===== config.mk =====
export PLATFORM = sky130hd
export DESIGN_NAME = shift_tx
export DESIGN_NICKNAME = d
export VERILOG_FILES = /design/src/rtl/shift_tx.sv
export SDC_FILE = /design/constraint.sdc
export NUM_CORES = 1
export LEC_CHECK = 0
export ABC_AREA = 1
export BUFFER_PORTS_ARGS = -buffer_cell sky130_fd_sc_hd__buf_2
export CORE_MARGIN = 10
export CORE_UTILIZATION = 43
export DETAILED_ROUTE_END_ITERATION = 10
export GPL_TIMING_DRIVEN = 0
export PLACE_DENSITY = 0.72
export SKIP_CTS_REPAIR_TIMING = 1
export SYNTH_ARGS = -nofsm -noshare
export SYNTH_HDL_FRONTEND = slang
export SYNTH_SLANG_ARGS = --single-unit
export TNS_END_PERCENT = 1

===== constraint.sdc =====
create_clock -name clk -period 1 [get_ports clk]
set_input_delay 0.15 -clock clk [delete_from_list [all_inputs] [get_ports clk]]
set_output_delay 0.15 -clock clk [all_outputs]
set_load 0.01 [all_outputs]

===== src/rtl/shift_tx.sv =====
// Parallel-to-serial transmitter: shifts one captured word out LSB- or MSB-first,
// emitting a shift strobe per bit for a downstream shift register.
module shift_tx #(
    parameter int WIDTH = 4,
    parameter int DIV   = 1
) (
    input  logic             clk,
    input  logic             rst_n,
    input  logic             clr,
    input  logic             in_valid,
    output logic             in_ready,
    input  logic [WIDTH-1:0] in_data,
    input  logic             msb_first,
    output logic             ser_out,
    output logic             ser_sr,
    output logic             ser_sl,
    output logic             busy,
    output logic             done
);

    localparam int BW = (WIDTH > 1) ? $clog2(WIDTH) : 1;
    localparam int DW = (DIV > 1) ? $clog2(DIV) : 1;
    localparam logic [BW-1:0] BIT_LAST = BW'(WIDTH - 1);
    localparam logic [DW-1:0] DIV_LAST = DW'(DIV - 1);

    typedef enum logic [1:0] {
        S_IDLE  = 2'd0,
        S_SHIFT = 2'd1,
        S_DONE  = 2'd2
    } state_t;

    state_t           state_reg;
    state_t           state_next;
    logic [WIDTH-1:0] data_reg;
    logic [WIDTH-1:0] data_ordered;
    logic             msb_reg;
    logic [BW-1:0]    bit_cnt_reg;
    logic [DW-1:0]    div_cnt_reg;
    logic             handshake;
    logic             bit_end;
    logic             frame_end;

    // Present the captured word in transmit order so bit_cnt indexes it directly.
    genvar gi;
    generate
        for (gi = 0; gi < WIDTH; gi++) begin : g_order
            assign data_ordered[gi] = msb_reg ? data_reg[WIDTH-1-gi] : data_reg[gi];
        end
    endgenerate

    assign handshake = (state_reg == S_IDLE) && in_valid && !clr;
    assign bit_end   = (state_reg == S_SHIFT) && (div_cnt_reg == DIV_LAST);
    assign frame_end = bit_end && (bit_cnt_reg == BIT_LAST);

    always_ff @(posedge clk or negedge rst_n) begin
        if (!rst_n) begin
            state_reg <= S_IDLE;
        end else begin
            state_reg <= state_next;
        end
    end

    always_comb begin
        state_next = state_reg;
        case (state_reg)
            S_IDLE:  if (in_valid) state_next = S_SHIFT;
            S_SHIFT: if (frame_end) state_next = S_DONE;
            S_DONE:  state_next = S_IDLE;
            default: state_next = S_IDLE;
        endcase
        if (clr) begin
            state_next = S_IDLE;
        end
    end

    always_ff @(posedge clk or negedge rst_n) begin
        if (!rst_n) begin
            data_reg    <= '0;
            msb_reg     <= 1'b0;
            bit_cnt_reg <= '0;
            div_cnt_reg <= '0;
        end else if (clr) begin
            bit_cnt_reg <= '0;
            div_cnt_reg <= '0;
        end else if (handshake) begin
            data_reg    <= in_data;
            msb_reg     <= msb_first;
            bit_cnt_reg <= '0;
            div_cnt_reg <= '0;
        end else if (state_reg == S_SHIFT) begin
            if (bit_end) begin
                div_cnt_reg <= '0;
                // Hold on the final bit so the counter never wraps inside a frame.
                if (!frame_end) begin
                    bit_cnt_reg <= bit_cnt_reg + BW'(1);
                end
            end else begin
                div_cnt_reg <= div_cnt_reg + DW'(1);
            end
        end
    end

    always_comb begin
        in_ready = (state_reg == S_IDLE);
        busy     = (state_reg != S_IDLE);
        done     = (state_reg == S_DONE);
        ser_out  = 1'b0;
        ser_sr   = 1'b0;
        ser_sl   = 1'b0;
        if (state_reg == S_SHIFT) begin
            ser_out = data_ordered[bit_cnt_reg];
            ser_sr  = bit_end && !msb_reg;
            ser_sl  = bit_end && msb_reg;
        end
    end

endmodule


==> metrics.log <==
INFO  metric outcome = finished with violations
INFO  metric failing_checks = setup timing
INFO  metric rsz0062_at_grt = true
INFO  metric synth.cell_area = 587 µm²
INFO  metric netlist_cell_types = 15
INFO  metric fin_crit_sh = 1.47
INFO  metric post_synth_inst_count = 73
INFO  metric ys.flop_type = sky130_fd_sc_hd__dfrtp_1
INFO  metric timing.slew.headroom = 0.849
INFO  metric cts_inserted_buffers = 3
INFO  metric drt-total-wl = 1220 µm
INFO  metric synth_area_leaders = sky130_fd_sc_hd__dfrtp_1 (43%), sky130_fd_sc_hd__nand2_1 (13%), sky130_fd_sc_hd__a21oi_2 (10%)
INFO  metric grt_start_max_net_pins = 11
INFO  metric crit_fanout = 6
INFO  metric route.antenna.remaining_nets = 0
INFO  metric irDropWorstVdd = 1.18 mV
INFO  metric ctsHtreeMaxLevel = 1
INFO  metric share_comb_of_total_power = 0.258
INFO  metric drcViolationCount = 0
INFO  metric yosysTopAreaCellShare = 0.426
INFO  metric finalClockSkew = 0.00345 ns
INFO  metric final-setup-viol-count = 13
INFO  metric worst-setup-path-type = flip-flop to output port
INFO  metric grt_antenna_before_repair = 0
INFO  metric timing.critical_path.arrival = between 1 and 1.5 ns
INFO  metric drive_above_1_share = 0.467
INFO  metric timing.critical_path.to_type = output port
INFO  metric buffer_ports.inserted = 14
INFO  metric route.detailed.wl_per_inst = 11.4 µm
INFO  metric ys_warn_count = 0
INFO  metric holdWs = about 0.11 ns
INFO  metric grtUsageMet2 = 0.105
INFO  metric num_rows = 13
INFO  metric synth-seq-cells = 10
INFO  metric fillCellCount = 139
INFO  metric grt_util_met1 = 0.0980
INFO  metric cts_num_sinks = 10
INFO  metric globalRouteTotalUtil = 0.0781
INFO  metric final_period_minus_worst_setup_slack = 1.47 ns
INFO  metric setup_ws = -0.467 ns
INFO  metric syn_to_final_growth = 25.2%
INFO  metric share_clk_of_total_power = 0.321
INFO  metric power.density_cell_area = approximately 1600 mW/mm²
INFO  metric number_of_global_route_vias_before_repair = 482
INFO  metric floorplan.initialDensity = 0.451
INFO  metric synth_enable_flop_cells = 0
INFO  metric core = 0.00130 mm²
INFO  metric sw_frac_of_total = 0.328
INFO  metric gr-usage-met3 = 0.0398
INFO  metric post_synth_most_frequent_cells = sky130_fd_sc_hd__nand2_1 (20), sky130_fd_sc_hd__dfrtp_1 (10), sky130_fd_sc_hd__inv_1 (9)
INFO  metric drt-vias-per-instance = 4.70
INFO  metric worstSkewPairLatency = 0.27 ns
INFO  metric cts.reportedPaths.clkPinSlew = ~0.070 ns
INFO  metric final_hold_viol_count = 0
INFO  metric drt_pre_antenna_iters = 2
INFO  metric antennaDiodeCount = 0
INFO  metric post_synth.cell_area_avg = ~8 µm²
INFO  metric switchingPower = 0.390 mW
INFO  metric worstSetupStartpointType = flip-flop
INFO  metric grt-busiest-layer = met2
INFO  metric report.final.slew_viol_count = 0
INFO  metric fp.dieArea = 0.00324 mm²
INFO  metric cts.root.buffer_cell = sky130_fd_sc_hd__clkbuf_4
INFO  metric crit_required = 0.85 ns
INFO  metric placed_cells_incl_taps = 102
INFO  metric gp_congestion = 0.817
INFO  metric hp-class = input pin to flip-flop
INFO  metric post-synth-top-area-cell = sky130_fd_sc_hd__dfrtp_1
INFO  metric sequential_fraction_of_design_power = 0.420
INFO  metric globalRouteOverflowTotal = 0
INFO  metric route.vias.total = 503
INFO  metric power_leakage = 0.379 nW
INFO  metric die_width = 56.9 µm
INFO  metric cap_viol_max_count = 0
INFO  metric clk_path_buf_depth = 2
INFO  metric grt_first_pass_wirelength = 2080 µm
INFO  metric power.internal = 0.800 mW
INFO  metric tritoncts = done
INFO  metric die_y = 56.9 µm
INFO  metric drtIter0Drc = 3
INFO  metric fin_nets = a little over 100
INFO  metric design_power_total = 1.19 mW
INFO  metric dp_hpwl = 948 µm
INFO  metric timing.fmax = 681 MHz
INFO  metric top_level_ports = 15
INFO  metric yosysMostFrequentCell = sky130_fd_sc_hd__nand2_1
INFO  metric synth_seq_area_share = 0.426
INFO  metric stdcell_count = roughly 110
INFO  metric syn_nets = 83
INFO  metric async_reset_ff_frac = 1.00
INFO  metric tightest_pin_transition = about 0.23 ns
INFO  metric largest_register_ffs = 4
kinds of logic after synthesis:
kind of cell | count (synthesis) | share of synthesized area
AO/OA/AOI/OAI | 8 | 0.117
AND/OR/NAND/NOR | 40 | 0.333
flip-flops | 10 | 0.426
buffers and inverters | 14 | 0.102
adder cells (fa/ha/maj) | 1 | 0.0213
routing by layer:
layer / up-vias / share of wire
met5: - / 0
met4: 0 / 0.014
met3: 2 / 0.087
met2: 14 / 0.42
met1: 226 / 0.48
li1: 261 / -
power groups by stage:
stage	clock, mW	sequential, mW	combinational (mW)
4_1_cts	0.377	0.494	0.302
3_5_place_dp	0	0.501	0.301
6_report	0.383	0.500	0.308
5_1_grt	0.400	0.508	0.349
3_3_place_gp	0	0.499	0.294
2_1_floorplan	0	0.491	0.220
layout by cell type, fill, tap and decap left out:
cell                            synthesis  layout
sky130_fd_sc_hd__a21oi_2                7       7
sky130_fd_sc_hd__buf_2                  0      14
sky130_fd_sc_hd__buf_6                  1       1
sky130_fd_sc_hd__clkbuf_4               0       3
sky130_fd_sc_hd__clkbuf_8               0       1
sky130_fd_sc_hd__clkinv_1               1       1
sky130_fd_sc_hd__dfrtp_1               10       8
sky130_fd_sc_hd__dfrtp_2                0       2
sky130_fd_sc_hd__dlygate4sd3_1          0       1
sky130_fd_sc_hd__ha_1                   1       1
sky130_fd_sc_hd__inv_1                  9       8
sky130_fd_sc_hd__inv_2                  3       3
sky130_fd_sc_hd__inv_4                  0       1
sky130_fd_sc_hd__nand2_1               20      18
sky130_fd_sc_hd__nand2_2                0       2
sky130_fd_sc_hd__nand3_1                4       4
sky130_fd_sc_hd__nand3_2                2       2
sky130_fd_sc_hd__nor2_1                 6       5
sky130_fd_sc_hd__nor2_2                 4       5
sky130_fd_sc_hd__nor2_4                 2       2
sky130_fd_sc_hd__nor3_1                 2       2
sky130_fd_sc_hd__o211ai_1               1       1
per-stage QoR:
step / setup TNS, ns / area [µm²] / setup slack (ns) / utilization
5_1_grt: -3.51 / 734 / -0.536 / 0.564
3_3_place_gp: -0.811 / 678 / -0.198 / 0.521
6_report: -2.33 / 734 / -0.467 / 0.564
3_5_place_dp: -1.00 / 678 / -0.197 / 0.521
2_1_floorplan: -0.336 / 589 / -0.0546 / -
4_1_cts: -2.51 / 714 / -0.503 / 0.549
layout make-up:
| cell class | count | area (µm²) | area share |
|---|---|---|---|
| clock buffers | 4 | 36.3 | 0.0494 |
| multi-input cells | 49 | 284 | 0.387 |
| well taps | 15 | 18.8 | 0.0256 |
| inverters | 13 | 51.3 | 0.0698 |
| repair buffers | 15 | 80.1 | 0.109 |
| flip-flops and latches | 10 | 253 | 0.344 |
| plain buffers | 1 | 11.3 | 0.0153 |
path summary, 6_finish.rpt:
path                                startpoint             end  slack [ns]  depth (start not counted)
min in group asynchronous                rst_n     data_reg[2]        0.28                          2
worst max-delay path                   msb_reg         ser_out       -0.47                          8
worst min register to register     div_cnt_reg    state_reg[0]        0.54                          2
max in group asynchronous                rst_n  bit_cnt_reg[0]        0.51                          2
worst min-delay path                in_data[2]     data_reg[2]        0.11                          3
worst max register to register  bit_cnt_reg[0]  bit_cnt_reg[0]       -0.13                          6
worst max-delay path: stages, from the launching register on:
cell	delay (ns)
sky130_fd_sc_hd__dfrtp_2	0.46
sky130_fd_sc_hd__inv_4	0.10
sky130_fd_sc_hd__nand2_1	0.05
sky130_fd_sc_hd__nand3_1	0.06
sky130_fd_sc_hd__nand2_1	0.06
sky130_fd_sc_hd__nand2_1	0.05
sky130_fd_sc_hd__nand2_1	0.05
sky130_fd_sc_hd__nor2_2	0.08
sky130_fd_sc_hd__buf_2	0.13
Power figures use the tool's default switching activity.
